--- config.mk ---
export PLATFORM = sky130hd
export DESIGN_NAME = coder_emulator
export DESIGN_NICKNAME = d
export VERILOG_FILES = /design/src/rtl/coder_emulator_pkg.sv /design/src/rtl/quad_phase_step.sv /design/src/rtl/coder_emulator.sv
export SDC_FILE = /design/constraint.sdc
export NUM_CORES = 1
export LEC_CHECK = 0
export BUFFER_PORTS_ARGS = -buffer_cell sky130_fd_sc_hd__buf_2
export CORE_UTILIZATION = 59
export DETAILED_ROUTE_END_ITERATION = 8
export HOLD_SLACK_MARGIN = 0.12
export PLACE_DENSITY = 0.81
export SLEW_MARGIN = 20
export SYNTH_ARGS = -nofsm -noshare
export SYNTH_HDL_FRONTEND = slang
export SYNTH_SLANG_ARGS = --single-unit
export TNS_END_PERCENT = 10
--- constraint.sdc ---
create_clock -name clk_sys -period 5.3 [get_ports clk_sys]
set_input_delay 1.06 -clock clk_sys [delete_from_list [all_inputs] [get_ports clk_sys]]
set_output_delay 1.06 -clock clk_sys [all_outputs]
set_load 0.01 [all_outputs]
--- src/rtl/coder_emulator_pkg.sv ---
// Shared definitions for the quadrature encoder emulator: FSM states,
// the Gray step tables for both directions and the minimum step interval.
package coder_emulator_pkg;

  typedef enum logic {
    IDLE = 1'b0,
    RUN  = 1'b1
  } state_t;

  // Shortest allowed step interval; caps the step rate at clk_sys/2.
  localparam int unsigned MIN_INTERVAL = 2;

  // Next {A,B} indexed by current {A,B}, packed as {idx3, idx2, idx1, idx0}.
  // Forward: 00->10, 01->00, 10->11, 11->01 (A leads B).
  localparam logic [7:0] FWD_STEP = {2'b01, 2'b11, 2'b00, 2'b10};
  // Reverse: 00->01, 01->11, 10->00, 11->10 (exact inverse of forward).
  localparam logic [7:0] REV_STEP = {2'b10, 2'b00, 2'b11, 2'b01};

  function automatic logic [1:0] next_phase(input logic [1:0] phase, input logic fwd);
    logic [2:0] base;
    base = {phase, 1'b0};
    next_phase = fwd ? FWD_STEP[base +: 2] : REV_STEP[base +: 2];
  endfunction

endpackage

--- src/rtl/quad_phase_step.sv ---
// Two-bit Gray phase register that advances one quadrature step per
// request, plus the signed unit increment matching the step direction.
module quad_phase_step
  import coder_emulator_pkg::*;
#(
  parameter int W = 32
) (
  input  logic         clk,
  input  logic         reset,
  input  logic         step,
  input  logic         dir,
  output logic [1:0]   phase,
  output logic [W-1:0] delta
);

  // Advance the phase by one Gray step in the requested direction.
  always_ff @(posedge clk) begin
    if (reset) begin
      phase <= 2'b00;
    end else if (step) begin
      phase <= next_phase(phase, dir);
    end
  end

  assign delta = dir ? W'(1) : {W{1'b1}};

endmodule

--- src/rtl/coder_emulator.sv ---
// Quadrature encoder emulator: emits A/B phase steps at a programmed
// interval, direction and count, tracking a signed position.
module coder_emulator
  import coder_emulator_pkg::*;
#(
  parameter int DIV_W = 16,
  parameter int CNT_W = 32
) (
  input  logic             clk_sys,
  input  logic             RESET_IN,
  input  logic             start,
  input  logic             stop,
  input  logic             dir,
  input  logic [DIV_W-1:0] interval,
  input  logic [CNT_W-1:0] step_target,
  output logic             coder_a,
  output logic             coder_b,
  output logic             busy,
  output logic             done,
  output logic [CNT_W-1:0] position
);

  state_t           state;
  logic [DIV_W-1:0] div;
  logic [DIV_W-1:0] div_load;
  logic [CNT_W-1:0] step_count;
  logic [CNT_W-1:0] count_next;
  logic [CNT_W-1:0] delta;
  logic [1:0]       phase;
  logic             step_due;
  logic             target_hit;

  // Reload value for the divider, with interval 0/1 clamped to the minimum.
  always_comb begin
    div_load = interval - 1'b1;
    if (interval < DIV_W'(MIN_INTERVAL)) begin
      div_load = DIV_W'(MIN_INTERVAL - 1);
    end
  end

  assign step_due   = (state == RUN) && (div == '0);
  assign count_next = step_count + 1'b1;
  assign target_hit = (step_target != '0) && (count_next == step_target);

  quad_phase_step #(
    .W(CNT_W)
  ) u_phase (
    .clk   (clk_sys),
    .reset (RESET_IN),
    .step  (step_due),
    .dir   (dir),
    .phase (phase),
    .delta (delta)
  );

  // Run FSM, step divider, step counter, position and the done pulse.
  // A step that falls due is always emitted; stop only prevents further ones.
  always_ff @(posedge clk_sys) begin
    if (RESET_IN) begin
      state      <= IDLE;
      div        <= '0;
      step_count <= '0;
      position   <= '0;
      done       <= 1'b0;
    end else begin
      done <= 1'b0;
      case (state)
        IDLE: begin
          if (start) begin
            div        <= div_load;
            step_count <= '0;
            state      <= RUN;
          end
        end
        RUN: begin
          if (div == '0) begin
            div        <= div_load;
            step_count <= count_next;
            position   <= position + delta;
            if (target_hit) begin
              done  <= 1'b1;
              state <= IDLE;
            end else if (stop) begin
              state <= IDLE;
            end
          end else begin
            div <= div - 1'b1;
            if (stop) begin
              state <= IDLE;
            end
          end
        end
        default: state <= IDLE;
      endcase
    end
  end

  assign coder_a = phase[1];
  assign coder_b = phase[0];
  assign busy    = (state == RUN);

endmodule

# After elaboration in Yosys (flattened, before gate mapping)
# Cells that the tools add are included.
# Widths: inputs -> output; s select.
[op_classes]
n_mux = 15
bitwise = 2
n_eq_ne = 3
reduce_logical = 7
n_addsub = 4
order_cmp = 1
n_shift = 2
[ops]
columns = ["operator", "n"]
rows = [
  ["$mux 32", 3],
  ["$pmux 32 s2", 1],
  ["$mux 16", 3],
  ["$add 32x1->32 const B", 1],
  ["$add 32x32->32", 1],
  ["$eq 32x32->1", 1],
  ["$pmux 16 s2", 1],
  ["$reduce_bool 32->1", 1],
  ["$sub 16x1->16 const B", 2],
  ["$logic_not 16->1", 1],
  ["$lt 16x2->1 const B", 1],
  ["$shiftx 8x4->2 const A", 2],
  ["$mux 1", 5],
  ["$reduce_and 2->1", 2],
  ["$reduce_or 3->1", 1],
  ["$logic_and 1x1->1", 2],
  ["$mux 2", 1],
  ["$ne 2x1->1 const B", 1],
  ["$ne 2x2->1 const B", 1],
  ["$not 1->1", 2],
  ["$pmux 1 s2", 1],
]
[totals]
reg_bits = 84
in_bits = 53
out_inout_bits = 36

# Longest topological paths before layout
# Gate-level depths: netlist of the first run.
[logic_depth]
word_depth = 6
mapped_depth = 12

# Cells and area by module
# A second synthesis of the first run with hierarchy kept.
[hier_totals]
cells_unflattened = 923
area_unflattened_um2 = 6799.0
[modules_own_cells]
columns = ["module", "area_per_inst_um2", "seq_area_each_um2", "n_inst", "cells_per_inst"]
rows = [
  ["coder_emulator", 6466.2, 1641.6, 1, 881],
  ["quad_phase_step", 332.8, 40.0, 1, 42],
]

# Least setup slack after synthesis of the first run
# Ideal clock, no wire load.
[synth_timing]
kind = "input to register"
start = "in dir"
end = "reg position[30]"
required_ns = 5.184
setup_slack_ns = 1.149
t_arrival_ns = 4.035
path_buffers = 1
stages = 11
setup_time_ns = 0.116
cell_sequence = "clkbuf_1 > inv_1 > fa_1 > a211oi_1 > o21ai_0 > o211ai_1 > a211oi_1 > nor3_1 > o31ai_1 > a2111o_1 > o211a_1"
[synth_via]
elab_chain_len = 2
[synth_lines]
columns = ["element", "line", "source"]
rows = [
  ["from (decl)", "coder_emulator.sv:13", "input logic dir,"],
  ["$mux 32", "quad_phase_step.sv:25", "assign delta = dir ? W'(1) : {W{1'b1}};"],
  ["$add 32x32->32", "coder_emulator.sv:79", "position <= position + delta;"],
  ["to (signal assigned)", "coder_emulator.sv:79", ""],
  ["to (decl)", "coder_emulator.sv:20", "output logic [CNT_W-1:0] position"],
]
# Every way passes these cells.
# A chain may end at the register's enable or synchronous reset.

# Worst setup path in the final report of the first run
# Ends and elaborated chain as after synthesis.

==> results by group, run 1 <==
Run status
  – Status: completed

Worst setup path
  – WS Path Type: input port to flip-flop
  – CP arrival: 4330 ps
  – Worst Path Buf+Inv: 3
  – Crit. End Element: flip-flop
  – Crit path max-delay cell type: nor3_1
  – Maximum net fanout on the critical path: 13
  – CP Launch Type: input port
  – CP delay by family, top: compound AO/OA/AOI/OAI gates
  – Crit-path max cell delay: a little over 500 ps
  – Required time worst endpoint: 5540 ps
  – Flop2flop setup slack: 1960 ps
  – Cells along the critical path: buf_2, inv_1, buf_4, ha_1, a21o_1, a21oi_1, o21ai_0, a22o_1, nor3_1, o31ai_1, a2111o_1, o211a_1

Logic synthesis
  – Synth area leaders: dfxtp_1 (25%), ha_1 (6.3%), xnor2_1 (6.0%)
  – Yosys warns: 0
  – Register area share after synthesis: 24.9%
  – Synth cell types: 72
  – Synth Area per Inst: 7.55 um^2
  – Share of async-settable or async-resettable flops after synthesis: 0%
  – Top post-synthesis cells by count: dfxtp_1 (84), nand2_1 (83), a21oi_1 (67), nor2_1 (67), o21ai_0 (63)
  – Post-synth EDFFs: 0
  – Seq cells post-synth: 84
  – Top cell type by total area after synthesis: dfxtp_1
  – Syn Std Cell Area: 0.00675 mm^2
  – Count leader, synth: dfxtp_1
  – Top cell type's share of synthesized area: around a quarter
  – Cells after Synth: slightly below 900
  – Net Count, Synth: 982
  – Post-synth top flop: dfxtp_1

GRT
  – Pin count of the biggest net entering global routing: 56
  – First-pass GRT wire length: around 29000 um
  – GRT Util Overall: between 30% and 40%
  – Overflow after GRT: 0
  – Number of global-route vias before repair: about 6000
  – Initial antenna violation count: 0

Detailed routing
  – Drt first-iter violations: 459
  – Via count: between 6000 and 7000
  – Residual DRC: 0
  – Routed Antenna Nets: 0
  – Vias/cell: 6.36
  – DR pass1 iterations: 5
  – WL/cell: roughly 16 um
  – WL final: 17800 um

Timing
  – Clk_skew: between 8 and 9 ps
  – Tightest Pin Transition: about 1000 ps
  – Final Max Slew Viols: 0
  – Fin crit share: between 70% and 80%
  – Setup TNS: 0 ps
  – Fmax: 245 MHz
  – Min Clock Period, post-route: roughly 4100 ps
  – Relative slew slack: 34.3%
  – Final Hold Fails: 0
  – RSZ-0062 raised after global routing: false
  – Endpoints failing setup: 0

Worst hold path
  – Hold crit path type: flip-flop to flip-flop

Clocking
  – CTS tree: yes
  – Post-CTS sizing: 0
  – Post-CTS Setup Bufs: 0
  – CTS sink cnt: between 80 and 90
  – # H-tree levels: 3
  – CTS clk-pin slew, worst paths: approximately 60 ps
  – Root Buffer: clkbuf_16
  – Clk_lat worst skew: 350 ps
  – Clock Path Buffers: 2
  – CTS buffer count: 9
  – CTS Hold Buffers Added: 0

Floorplanning
  – IO Pins: 89
  – Die Ht: 109 um
  – DIE AREA: 0.0119 mm^2
  – Die width: 109 um
  – Starting Density: between 60% and 70%
  – CORE AREA: 0.0110 mm^2
  – Floorplan row count: 38

Placement
  – DP Wirelength: ~13000 um
  – Routability Congestion: between 0.9 and 1
  – Buffers added on ports: 88

Power and ir drop
  – Cell Pwr Density: ~220 mW/mm^2
  – Leakage: 3.00 nW
  – Final Power: between 0.0015 and 0.002 W
  – Worst VDD drop: roughly 0.21 mV

Layout
  – Diode count: 0
  – Nets: about 1000
  – Area Overhead vs Synth: 11.1%
  – Share of cells above drive strength 1: about an eighth

Job
  – Maximum Capacitance Violations: 0
## registers in the layout (all words and copies together), names as in the netlist
register / flops
position: 32
step_count: 32
div: 16
u_phase.phase: 2
busy: 1
done: 1
## final cells by class
| type | count | area [um^2] |
|---|---|---|
| multi-input combinational | 741 | 4760 |
| clock inverter | 4 | 72.6 |
| sequential | 84 | 1680 |
| tap | 140 | 175 |
| inverter | 21 | 78.8 |
| timing repair buffer | 94 | 485 |
| clock buffer | 12 | 246 |
| fill | 957 | 3480 |
## worst paths after layout
check,endpoint,cells after the start,startpoint
max,position[30],12,dir
min,position[5],2,position[5]
max reg2reg,position[31],7,div[10]
min reg2reg,position[5],2,position[5]
## power by group
group / internal [W] / switching [W]
Clock: 0.000425 / 0.000266
Combinational: 0.000110 / 0.000178
Sequential: 0.000649 / 0.0000190
Total: 0.00118 / 0.000463
## cell families after synthesis
logic type | after synthesis | synth area share [%]
AND/OR/NAND/NOR | 363 | 28.4
AO/OA/AOI/OAI | 267 | 25.6
flip-flops | 84 | 24.9
XOR/XNOR | 74 | 9.60
buffers and inverters | 69 | 4.60
adder cells (fa/ha/maj) | 35 | 6.60
multiplexers | 2 | 0.315
## tightest hold or removal path, stage by stage (launching register included)
cell and delay (ps):
dfxtp_1 320, nand2_1 60, a21oi_1 50
## metrics by stage
stage          std cells  util (%)  area, um^2  worst slack (ps)  hold WS (ps)
2_1_floorplan        894         -        6750              1150           457
3_3_place_gp        1080      65.4        7180              1070           457
3_5_place_dp        1080      65.4        7180               934           466
4_1_cts             1096      68.3        7500              1300           479
5_1_grt             1096      68.3        7500              1020           499
6_report            1096      68.3        7500              1210           477
## cells in the final DEF (no fill, tap or decap), types with 9 or more instances in the layout
cell type	Yosys	routed
o31ai_1	27	27
o21ai_0	63	63
nor4_1	20	20
inv_1	21	21
and3_1	19	19
a21oi_1	67	67
xor2_1	28	28
a211oi_1	13	13
nor3_1	32	32
buf_2	13	88
nand3_1	55	55
xnor2_1	46	46
nand4_1	20	20
ha_1	34	34
clkbuf_16	0	9
dfxtp_1	84	84
a21o_1	17	17
nor2_1	67	67
a31oi_1	15	15
nand2_1	83	83
or3_1	13	13
## per-layer routing
| metal | part of all wire, % | GRT usage (%) | vias to the layer above |
|---|---|---|---|
| met5 | 0 | 0 | - |
| met4 | 1.9 | 12.0 | 0 |
| met3 | 6.8 | 3.89 | 29 |
| met2 | 46 | 49.0 | 271 |
| met1 | 46 | 41.9 | 3203 |
| li1 | - | - | 3465 |
(Power assumes the default switching activity.)
==> inputs of run 2 (changes only) <==
- ABC_AREA: default -> 1
- CORE_UTILIZATION: 59 -> 54
- PLACE_DENSITY: 0.81 -> 0.78
- clock period: 5.3 -> 3.4 ns (I/O delays scaled with it)
==> run 2 against run 1 <==
Clock skew grew 2.2 ps. Sequential share of layout area shrank 2.0 points. Die area grew 16%. Final cell count grew 32%. Worst setup slack lost 820 ps. Critical path depth grew 3. Wire length grew 19%. Global-route usage grew 0.54 points. Worst hold slack gained 5.6 ps. Critical path type unchanged. Critical endpoint is now position[18].
==> results by group, run 2 <==
Floorplanning
  – Die Ht: 118 um (was 109 um)
  – Die width: 118 um (was 109 um)
  – IO Pins: 89 (unchanged)
  – Starting Density: 56.2% (was 61.5%)
  – CORE AREA: 0.0128 mm^2 (was 0.0110 mm^2)
  – DIE AREA: 0.0138 mm^2 (was 0.0119 mm^2)
  – Floorplan row count: 41 (was 38)

Power and ir drop
  – Sequential Power Share: 39.8% (was 40.6%)
  – Leakage: 3.98 nW (was 3.00 nW)
  – Worst VDD drop: 0.253 mV (was 0.206 mV)
  – Cell Pwr Density: 322 mW/mm^2 (was 220 mW/mm^2)
  – Switching Power: 0.000849 W (was 0.000463 W)
  – Sw Share: 32.1% (was 28.1%)
  – P_int: 0.00180 W (was 0.00118 W)
  – Clock share of power: 40.0% (was 42.0%)
  – Combinational power share: 20.2% (was 17.4%)
  – Final Power: 0.00265 W (was 0.00165 W)

Logic synthesis
  – Post-synth top flop: dfxtp_1 (unchanged)
  – Yosys warns: 0 (unchanged)
  – Top cell type by total area after synthesis: dfxtp_1 (unchanged)
  – Net Count, Synth: 1258 (was 982)
  – Syn Std Cell Area: 0.00721 mm^2 (was 0.00675 mm^2)
  – Synth Area per Inst: 6.16 um^2 (was 7.55 um^2)
  – Count leader, synth: nand2_1 (was dfxtp_1)
  – Cells after Synth: 1170 (was 894)
  – Register area share after synthesis: 23.3% (was 24.9%)
  – Share of async-settable or async-resettable flops after synthesis: 0% (unchanged)
  – Synth area leaders: dfxtp_1 (23%), nand2_1 (17%), nor2_1 (8.9%) (was dfxtp_1 (25%), ha_1 (6.3%), xnor2_1 (6.0%))
  – Seq cells post-synth: 84 (unchanged)
  – Synth cell types: 48 (was 72)
  – Top cell type's share of synthesized area: 23.3% (was 24.9%)
  – Top post-synthesis cells by count: nand2_1 (322), nor2_1 (171), inv_1 (132), dfxtp_1 (84), nand3_1 (77) (was dfxtp_1 (84), nand2_1 (83), a21oi_1 (67), nor2_1 (67), o21ai_0 (63))
  – Post-synth EDFFs: 0 (unchanged)

Layout
  – Diode count: 0 (unchanged)
  – Area Overhead vs Synth: 13.9% (was 11.1%)
  – Non-Filler Instances: 1444 (was 1096)
  – Commonest non-fill, non-tap cells in the layout: nand2_1 (322), nor2_1 (170), inv_1 (132) (was buf_2 (88), dfxtp_1 (84), nand2_1 (83))
  – Share of cells above drive strength 1: 11.6% (was 13.3%)
  – Area of the multi-input gates: 0.00496 mm^2 (was 0.00476 mm^2)
  – FF+latch area: 0.00168 mm^2 (unchanged)
  – Most common cell after layout, fill and taps aside: nand2_1 (was buf_2)
  – Largest registers: position x32, step_count x32, div x16 (unchanged)
  – Fill cells: 1271 (was 957)
  – Nets: 1355 (was 1039)

GRT
  – Number of global-route vias before repair: 7323 (was 6018)
  – Pin count of the biggest net entering global routing: 41 (was 56)
  – Initial antenna violation count: 0 (unchanged)
  – First-pass GRT wire length: 35000 um (was 29100 um)
  – GRT Util Overall: 31.3% (was 30.7%)
  – Overflow after GRT: 0 (unchanged)

Timing
  – Min Clock Period, post-route: ~3000 ps
  – Fmax: roughly 330 MHz
  – Worst Setup Slack, final: 394 ps (was 1210 ps)
  – Final Hold Fails: 0 (unchanged)
  – Fin crit share: about nine tenths
  – RSZ-0062 raised after global routing: false (unchanged)
  – Final Max Slew Viols: 0 (unchanged)
  – Relative slew slack: 51.8% (was 34.3%)
  – Clk_skew: 10.4 ps (was 8.20 ps)
  – Tightest Pin Transition: 722 ps (was 983 ps)
  – Setup TNS: 0 ps (unchanged)
  – Endpoints failing setup: 0 (unchanged)

Worst setup path
  – CP dominant cell by count: inv_1
  – Maximum net fanout on the critical path: 12 (was 13)
  – CP delay by family, top: compound AO/OA/AOI/OAI gates (unchanged)
  – Required time worst endpoint: 3650 ps (was 5540 ps)
  – CP arrival: 3260 ps (was 4330 ps)
  – WS Path Type: input port to flip-flop (unchanged)
  – Crit. End Element: flip-flop (unchanged)
  – Worst Path Buf+Inv: 5 (was 3)
  – Crit path max-delay cell type: a21oi_1 (was nor3_1)
  – Cells along the critical path: buf_2, inv_1, buf_4, ha_1, nand3_1, nand3_1, a21boi_0, o21bai_1, a21oi_1, inv_1, nand2_1, nand2_1, xor2_1, o21ai_0, inv_1 (was buf_2, inv_1, buf_4, ha_1, a21o_1, a21oi_1, o21ai_0, a22o_1, nor3_1, o31ai_1, a2111o_1, o211a_1)
  – Crit-path max cell delay: 320 ps (was 510 ps)
  – CP Launch Type: input port (unchanged)

Placement
  – Routability Congestion: 0.998 (was 0.950)
  – Buffers added on ports: 88 (unchanged)
  – Dpl ws: 97.4 ps (was 934 ps)
  – DP Wirelength: 16600 um (was 12600 um)
  – Post-Place Cells: 1428 (was 1080)

Clocking
  – Root Buffer: clkbuf_16 (unchanged)
  – CTS tree: yes (unchanged)
  – Clock Path Buffers: 2 (unchanged)
  – Post-CTS Setup Bufs: 0 (unchanged)
  – CTS sink cnt: 84 (unchanged)
  – Clk_lat worst skew: 360 ps (was 350 ps)
  – CTS clk-pin slew, worst paths: 70 ps (was 60 ps)
  – CTS buffer count: 9 (unchanged)
  – CTS Hold Buffers Added: 0 (unchanged)
  – # H-tree levels: 3 (unchanged)
  – Post-CTS sizing: 0 (unchanged)

Job
  – Maximum Capacitance Violations: 0 (unchanged)

Detailed routing
  – Drt first-iter violations: 657 (was 459)
  – Via count: 7983 (was 6968)
  – Residual DRC: 0 (unchanged)
  – Routed Antenna Nets: 0 (unchanged)
  – Vias/cell: 5.53 (was 6.36)
  – WL/cell: 14.7 um (was 16.3 um)
  – DR pass1 iterations: 5 (unchanged)
  – WL final: 21300 um (was 17800 um)

Run status
  – Status: completed (unchanged)

Worst hold path
  – Hold crit path type: flip-flop to flip-flop (unchanged)
==> run 2: logic make-up (layout without fill, tap and decap cells) <==
group / count (synthesis) / after routing / share of synthesized area, %
compound gates: 189 / 189 / 15.4
simple gates: 655 / 655 / 39.5
fa+ha+maj: 35 / 35 / 6.18
xor+xnor: 56 / 56 / 7.69
flops: 84 / 84 / 23.3
buf+inv: 151 / 253 / 7.95
==> run 2: layout make-up <==
| cell class | count | area share [%] |
|---|---|---|
| Tap cell | 172 | 2.62 |
| Multi-Input combinational cell | 935 | 60.4 |
| Clock buffer | 9 | 2.74 |
| Clock inverter | 7 | 1.04 |
| Timing Repair Buffer | 101 | 6.55 |
| Sequential cell | 84 | 20.5 |
| Inverter | 136 | 6.21 |
==> run 2: per-stage QoR <==
step	hold slack [ps]	area, um^2	util, %
after CTS	483	8220	64.1
after detailed placement	471	7910	61.6
final	482	8220	64.1
after floorplan	442	7210	-
after global routing	514	8220	64.1
after global placement	458	7910	61.6
==> run 2: path summary, 6_finish.rpt <==
| check | slack [ps] | cells after the start | to | start |
|---|---|---|---|---|
| max | 390 | 15 | position[18] | dir |
| min | 480 | 1 | div[0] | div[0] |
| max reg2reg | 870 | 11 | step_count[13] | div[0] |
| min reg2reg | 480 | 1 | div[0] | div[0] |
==> run 2: per-layer routing <==
layer	share of wire, %	track usage, %	vias to the layer above	wire, um
met5	0	0	-	0
met4	3.5	15.1	0	741
met3	6.7	4.65	54	1420
met2	43	48.1	307	9130
met1	47	42.7	3574	9990
li1	-	-	4048	-
==> run 2: power by group through the flow <==
| stage | sequential (W) | clock, W | combinational, W |
|---|---|---|---|
| 2_1_floorplan | 0.00107 | 0 | 0.000363 |
| 3_3_place_gp | 0.00107 | 0 | 0.000522 |
| 3_5_place_dp | 0.00107 | 0 | 0.000527 |
| 4_1_cts | 0.00105 | 0.00107 | 0.000530 |
| 5_1_grt | 0.00106 | 0.00111 | 0.000600 |
| 6_report | 0.00105 | 0.00106 | 0.000534 |
==> run 2: worst reg2reg max path, cell delays in order (launching register included) <==
cell and delay [ps]:
dfxtp_1 320, inv_1 100, ha_1 160, inv_1 70, nor3_1 170, nand4_1 230, nand2_2 220, inv_2 140
nor2_4 160, inv_2 130, nand2_2 460, o21ai_0 210
